## config.mk

```make
export PLATFORM = sky130hd
export DESIGN_NAME = dot_product_mac
export DESIGN_NICKNAME = d
export VERILOG_FILES = /design/src/rtl/dot_pkg.sv /design/src/rtl/mac_stage.sv /design/src/rtl/dot_product_mac.sv
export SDC_FILE = /design/constraint.sdc
export NUM_CORES = 1
export LEC_CHECK = 0
export ABC_AREA = 1
export CAP_MARGIN = 10
export CORE_UTILIZATION = 31
export DETAILED_ROUTE_END_ITERATION = 6
export PLACE_DENSITY = 0.52
export SETUP_SLACK_MARGIN = 0.4
export SYNTH_ARGS = -nofsm -noshare
export SYNTH_HDL_FRONTEND = slang
export SYNTH_SLANG_ARGS = --single-unit
export TNS_END_PERCENT = 20
```

## constraint.sdc

```tcl
create_clock -name clk -period 9.1 [get_ports clk]
set_clock_uncertainty 0.1 [all_clocks]
set_input_delay 0.91 -clock clk [delete_from_list [all_inputs] [get_ports clk]]
set_output_delay 0.91 -clock clk [all_outputs]
set_load 0.02 [all_outputs]
```

## src/rtl/dot_pkg.sv

```systemverilog
// Shared types and constants for the dot-product MAC.
// FSM state enum, default sizes, accumulator width derivation.
package dot_pkg;

  typedef enum logic [1:0] {
    IDLE  = 2'd0,
    ACCUM = 2'd1,
    HOLD  = 2'd2
  } state_t;

  localparam int DATA_WIDTH_DEF   = 8;
  localparam int VECTOR_WIDTH_DEF = 4;

  // Full-precision width: product width plus growth for VW additions.
  function automatic int acc_w(input int dw, input int vw);
    return 2 * dw + $clog2(vw);
  endfunction

endpackage

```

## src/rtl/mac_stage.sv

```systemverilog
// Registered multiply followed by accumulate (two pipeline stages).
// Ports: clk, rst_n, clr, in_valid, in_a, in_b -> p_v, acc, sum.
// DOT_SIGNED_EN selects two's-complement operands.
module mac_stage
  import dot_pkg::*;
#(
  parameter int DATA_WIDTH = DATA_WIDTH_DEF,
  parameter int ACC_WIDTH  = acc_w(DATA_WIDTH_DEF, VECTOR_WIDTH_DEF)
) (
  input  logic                  clk,
  input  logic                  rst_n,
  input  logic                  clr,
  input  logic                  in_valid,
  input  logic [DATA_WIDTH-1:0] in_a,
  input  logic [DATA_WIDTH-1:0] in_b,
  output logic                  p_v,
  output logic [ACC_WIDTH-1:0]  acc,
  output logic [ACC_WIDTH-1:0]  sum
);

  localparam int PW = 2 * DATA_WIDTH;

  logic [PW-1:0]        ax;
  logic [PW-1:0]        bx;
  logic [PW-1:0]        prod;
  logic [PW-1:0]        p_r;
  logic [ACC_WIDTH-1:0] p_ext;

  // Operands are widened first; the low PW bits of the
  // product are then exact for both encodings.
`ifdef DOT_SIGNED_EN
  assign ax    = {{DATA_WIDTH{in_a[DATA_WIDTH-1]}}, in_a};
  assign bx    = {{DATA_WIDTH{in_b[DATA_WIDTH-1]}}, in_b};
  assign p_ext = {{(ACC_WIDTH-PW){p_r[PW-1]}}, p_r};
`else
  assign ax    = {{DATA_WIDTH{1'b0}}, in_a};
  assign bx    = {{DATA_WIDTH{1'b0}}, in_b};
  assign p_ext = {{(ACC_WIDTH-PW){1'b0}}, p_r};
`endif

  assign prod = ax * bx;
  assign sum  = acc + p_ext;

  always_ff @(posedge clk) begin
    if (!rst_n) begin
      p_r <= '0;
      p_v <= 1'b0;
    end else begin
      p_v <= in_valid;
      if (in_valid)
        p_r <= prod;
    end
  end

  always_ff @(posedge clk) begin
    if (!rst_n)
      acc <= '0;
    else if (clr)
      acc <= '0;
    else if (p_v)
      acc <= sum;
  end

endmodule

```

## src/rtl/dot_product_mac.sv

```systemverilog
// Dot-product MAC: FSM, counters and result handshake around mac_stage.
// Ports: clk, rst_n, start, in_a/in_b/in_valid, busy, result,
// result_valid/result_ready, done, drop_err. Macro: DOT_SIGNED_EN.
module dot_product_mac
  import dot_pkg::*;
#(
  parameter int DATA_WIDTH   = DATA_WIDTH_DEF,
  parameter int VECTOR_WIDTH = VECTOR_WIDTH_DEF,
  parameter int ACC_WIDTH    = acc_w(DATA_WIDTH, VECTOR_WIDTH),
  parameter int CNT_WIDTH    = $clog2(VECTOR_WIDTH) + 1
) (
  input  logic                  clk,
  input  logic                  rst_n,
  input  logic                  start,
  input  logic [DATA_WIDTH-1:0] in_a,
  input  logic [DATA_WIDTH-1:0] in_b,
  input  logic                  in_valid,
  output logic                  busy,
  output logic [ACC_WIDTH-1:0]  result,
  output logic                  result_valid,
  input  logic                  result_ready,
  output logic                  done,
  output logic                  drop_err
);

  localparam logic [CNT_WIDTH-1:0] VW   = CNT_WIDTH'(VECTOR_WIDTH);
  localparam logic [CNT_WIDTH-1:0] LAST = CNT_WIDTH'(VECTOR_WIDTH - 1);
  localparam logic [CNT_WIDTH-1:0] ONE  = CNT_WIDTH'(1);

  state_t               state;
  logic [CNT_WIDTH-1:0] in_cnt;
  logic [CNT_WIDTH-1:0] acc_cnt;
  logic                 accept;
  logic                 clr;
  logic                 p_v;
  logic                 last_p;
  logic                 hshake;
  logic [ACC_WIDTH-1:0] acc;
  logic [ACC_WIDTH-1:0] sum;

  assign accept = (state == ACCUM) && in_valid && (in_cnt < VW);
  assign clr    = (state == IDLE) && start;
  assign last_p = p_v && (acc_cnt == LAST);
  assign hshake = (state == HOLD) && result_valid && result_ready;
  assign busy   = (state != IDLE);

  mac_stage #(
    .DATA_WIDTH (DATA_WIDTH),
    .ACC_WIDTH  (ACC_WIDTH)
  ) u_mac (
    .clk      (clk),
    .rst_n    (rst_n),
    .clr      (clr),
    .in_valid (accept),
    .in_a     (in_a),
    .in_b     (in_b),
    .p_v      (p_v),
    .acc      (acc),
    .sum      (sum)
  );

  always_ff @(posedge clk) begin
    if (!rst_n) begin
      state        <= IDLE;
      in_cnt       <= '0;
      acc_cnt      <= '0;
      result       <= '0;
      result_valid <= 1'b0;
      done         <= 1'b0;
      drop_err     <= 1'b0;
    end else begin
      drop_err <= in_valid && !accept;
      done     <= hshake;
      unique case (state)
        IDLE: begin
          if (start) begin
            state   <= ACCUM;
            in_cnt  <= '0;
            acc_cnt <= '0;
          end
        end
        ACCUM: begin
          if (accept)
            in_cnt <= in_cnt + ONE;
          if (p_v)
            acc_cnt <= acc_cnt + ONE;
          if (last_p) begin
            result       <= sum;
            result_valid <= 1'b1;
            state        <= HOLD;
          end
        end
        HOLD: begin
          if (hshake) begin
            result_valid <= 1'b0;
            state        <= IDLE;
          end
        end
        default: state <= IDLE;
      endcase
    end
  end

endmodule

```

Word level (Yosys, flattened, before mapping)
Index checks and enable logic that the tools add are counted.
{ "word_totals": {"input_bits": 21, "out_inout_bits": 22, "elab_cells": 54, "regBits": 64} }
{ "op_classes": {"add_sub_neg": 3, "muxes": 12, "mul": 1, "order_cmp": 1, "n_eq_ne": 8, "n_bitwise": 1, "n_reduce_logical": 18} }
{ "op_table": {"columns": ["operator", "count"], "rows": [
  ["$add 18x16->18", 1],
  ["$mul 8x8->16", 1],
  ["$pmux 3 s2", 2],
  ["$reduce_and 3->1", 4],
  ["$mux 3", 3],
  ["$ne 2x2->1 const B", 4],
  ["$logic_and 1x1->1", 7],
  ["$add 3x1->3 const B", 2],
  ["$mux 2", 3],
  ["$pmux 2 s3", 1],
  ["$reduce_bool 2->1", 3],
  ["$eq 3x2->1 const B", 1],
  ["$lt 3x3->1 const B", 1],
  ["$eq 2x1->1 const B", 1],
  ["$eq 2x2->1 const B", 1],
  ["$logic_not 2->1", 1],
  ["$mux 1", 2],
  ["$ne 2x1->1 const B", 1],
  ["$pmux 1 s2", 1],
  ["$reduce_and 2->1", 1],
  ["$reduce_or 2->1", 1],
  ["$logic_not 1->1", 1],
  ["$not 1->1", 1]
]} }

Depth between registers and ports, before layout
{ "logic_depth": {"ltp_word": 5, "depth_mapped": 22, "depth_no_buf": 21} }

Hierarchy
From an unflattened synthesis, not the netlist that was laid out.
{ "hier_totals": {"hier_cells": 853, "area_unflattened_um2": 5703.0} }
{ "by_module_without_submodules": {"columns": ["module", "cells_each", "n_inst", "seq_area_each_um2", "area_each_um2"], "rows": [
  ["mac_stage", 712, 1, 700.7, 4579.4],
  ["dot_product_mac", 141, 1, 580.6, 1123.6]
]} }

Worst setup path after synthesis
No wires, ideal clock.
{ "synth_path": {"kind": "in2reg", "start": "input port in_a[0]", "end": "register u_mac.p_r[10]", "slack_ns": 4.476, "setup_time_ns": 0.115, "stages": 19, "path_buffers": 1, "t_arrival_ns": 4.408, "t_required_ns": 8.885, "path_cell_list": "clkbuf_1 -> nand2_1 -> fa_1 -> fa_1 -> inv_1 -> fa_1 -> inv_1 -> fa_1 -> inv_1 -> ha_1 -> nand2_1 -> nand2_1 -> inv_1 -> o21bai_1 -> inv_1 -> nand2_1 -> xor2_1 -> o21ai_0 -> inv_1"} }
{ "synth_between": {"elab_chain_len": 1} }
{ "synth_lines": {"columns": ["element", "line", "rtl"], "rows": [
  ["from (decl)", "dot_product_mac.sv:15", "input logic [DATA_WIDTH-1:0] in_a,"],
  ["$mul 8x8->16", "mac_stage.sv:41", "assign prod = ax * bx;"],
  ["to (signal assigned)", "mac_stage.sv:51", "p_r <= prod;"],
  ["to (decl)", "mac_stage.sv:26", "logic [PW-1:0] p_r;"]
]} }
Every way passes these cells.
A chain may end at the register's enable or synchronous reset.

Worst setup path in the final report
{ "layout_path": {"start": "input port in_a[0]", "end": "register u_mac.p_r[12]"} }
The elaborated chain is that of the path after synthesis.

==> flow_summary.yaml <==
critical_path:
  worstSetupEndpointType: "register"
  cp_max_fo: 8
  cp-start-kind: "input port"
  critPathRequiredTime_ns: 9.24
  r2r_cells: 11
  cp.arrival_ns: 5.03
  crit_type: "input port to register"
cells_and_area:
  area_growth_pct: 15.8
  multi_input_area_sq_um: 3520
  register_area_sq_um: 1280
  nets: 991
  final_cell_mix: "nand2_1 (199), inv_1 (192), nor2_1 (111)"
  layout_commonest_cell: "nand2_1"
  drive_gt1_share_pct: 3.17
  diodes: 0
  fin_cells: 1112
  utilization_pct: 36.6
  n_fill_cell: 1969
sta:
  setup_viol: 0
  fin_setup_tns_ns: 0
  max_freq_mhz: 204
  hold_viol: 0
  tightest_slew_ns: 0.991
  rsz0062_at_grt: "false"
  period_needed_ns: 4.89
  period_share_pct: 53.8
  relSlewSlack_pct: 33.9
  finalMaxSlewViolations: 0
  fin_ws_ns: 4.21
grt:
  antenna_found_initial: 0
  grtUsageTotal_pct: 15.2
  overflow: 0
  grt_max_degree: 34
  grt_pass1_vias: 4793
  grt_first_pass_wirelength_mm: 22.5
synth:
  syn_avg_cell_area_sq_um: 6.66
  syn_inst: 850
  synthesis.nets: 963
  ys_types: 34
  synth.ff_latch_count: 64
  synthArstFlopShare_pct: 0
  yosysSeqAreaShare_pct: 22.6
  synthFlopType: "dfxtp_1"
  synth_warnings: 0
  synth_area_sq_um: 5660
  synth_edf_count: 0
clock_tree:
  cts_sinks: 64
  clk_latency_ns: 0.34
  cts_tree: "done"
  cts_root_buf: "clkbuf_16"
  clkTransAtPathRegs_ns: 0.05
  postCtsSetupRepairBufs: 0
  ctsHtreeMaxLevel: 3
  cts_buffer_depth: 2
  cts_resized: 0
  ctsHoldBuffers: 0
  cts_buffers: 9
placed_design:
  dp_hpwl_mm: 9.88
  dp_cells: 1096
  port_buffers: 42
  gp_congestion: 0.825
  place_ws_ns: 3.82
flow_run:
  drv_cap: 0
detailed_routing:
  wirelength_mm: 12.5
  ant_nets: 0
  drt-vias-per-instance: 4.36
  vias: 4851
  route.detailed.drc: 0
  drt_pre_antenna_iters: 6
  drtIter0Drc: 189
  wire_per_inst_um: 11.3
power_and_ir_drop:
  power_density_nw_per_um2: 159
  power_mw: 1.04
  p_leak_nw: 3.65
  ir_drop_mv: 0.0997
floorplanning:
  dieArea_sq_um: 18800
  die_w_um: 137
  ios: 43
  start_util_pct: 31.6
  placementRows: 49
  core-area_sq_um: 17900
  die_y_um: 137
status:
  outcome: "finished clean"
hold_path:
  worstHoldPathType: "register to register"
  hold_depth: 1
## per-layer routing
layer  track usage [%]  vias to the layer above  routed length (um)
met5                 0                        -                   0
met4              4.58                        0                 171
met3              2.33                       15                 297
met2              26.0                       55                5720
met1              19.7                     2163                6330
li1                  -                     2618                   -
## cell families (layout without fill, tap and decap cells)
| group | after synthesis | in the layout | synth area share (%) |
|---|---|---|---|
| simple gates | 376 | 376 | 27.1 |
| buf+inv | 224 | 257 | 15.3 |
| fa+ha+maj | 92 | 92 | 25.2 |
| compound gates | 82 | 82 | 7.91 |
| flops | 64 | 64 | 22.6 |
| xor+xnor | 12 | 12 | 1.86 |
## where the power goes
group / total (mW) / internal [mW] / switching (mW) / leakage [nW]
clock: 0.335 / 0.210 / 0.125 / 0.138
sequential: 0.297 / 0.291 / 0.00659 / 0.519
combinational: 0.409 / 0.159 / 0.250 / 2.99
## worst max-delay path, stage by stage
cell	delay (ns)
clkdlybuf4s50_1	0.68
nand2_1	0.13
fa_1	0.52
fa_1	0.54
inv_1	0.05
fa_1	0.53
inv_1	0.05
fa_1	0.52
inv_1	0.04
ha_1	0.33
nand2_1	0.08
o21ai_0	0.26
nand2_1	0.11
nand3_1	0.08
nand3_1	0.08
nand2_1	0.07
inv_1	0.04
## sequential cells by signal, summed over array words and instances, names as in the netlist
name / count
result_valid: 1
done: 1
state: 2
u_mac.p_r: 16
drop_err: 1
u_mac.acc: 18
in_cnt: 3
acc_cnt: 3
u_mac.p_v: 1
result: 18
## final cells by class
class	count	area share [%]
clock buffers	10	3.49
well taps	229	4.37
flip-flops and latches	64	19.5
clock inverters	6	0.916
inverters	195	11.2
repair buffers	46	6.87
multi-input cells	562	53.6
## Yosys cell counts, types with 4 or more instances
cell type | number | share of area (%)
nand3_1 | 47 | 4.2
clkbuf_1 | 19 | 1.3
o21ai_0 | 32 | 2.8
fa_1 | 37 | 13
buf_2 | 7 | 0.62
nand2_1 | 199 | 13
ha_1 | 55 | 12
inv_1 | 192 | 13
nor3_1 | 4 | 0.35
a21oi_1 | 36 | 3.2
xor2_1 | 8 | 1.2
xnor2_1 | 4 | 0.62
nand3b_1 | 6 | 0.80
dfxtp_1 | 64 | 23
nor2_1 | 111 | 7.4
## final timing paths
check / start / end / slack, ns
worst max-delay path: in_a[0] / u_mac.p_r[12] / 4.21
worst min-delay path: in_cnt[0] / in_cnt[0] / 0.36
worst max register to register: u_mac.p_r[0] / result[12] / 6.89
worst min register to register: in_cnt[0] / in_cnt[0] / 0.36
## per-stage QoR
step	instance area (sq um)	hold slack [ns]
detailed placement	6270	0.350
CTS	6560	0.364
finish	6560	0.363
floorplan	5660	0.332
global route	6560	0.382
global placement	6270	0.354
Note: power is estimated with default switching activity, not from simulation.
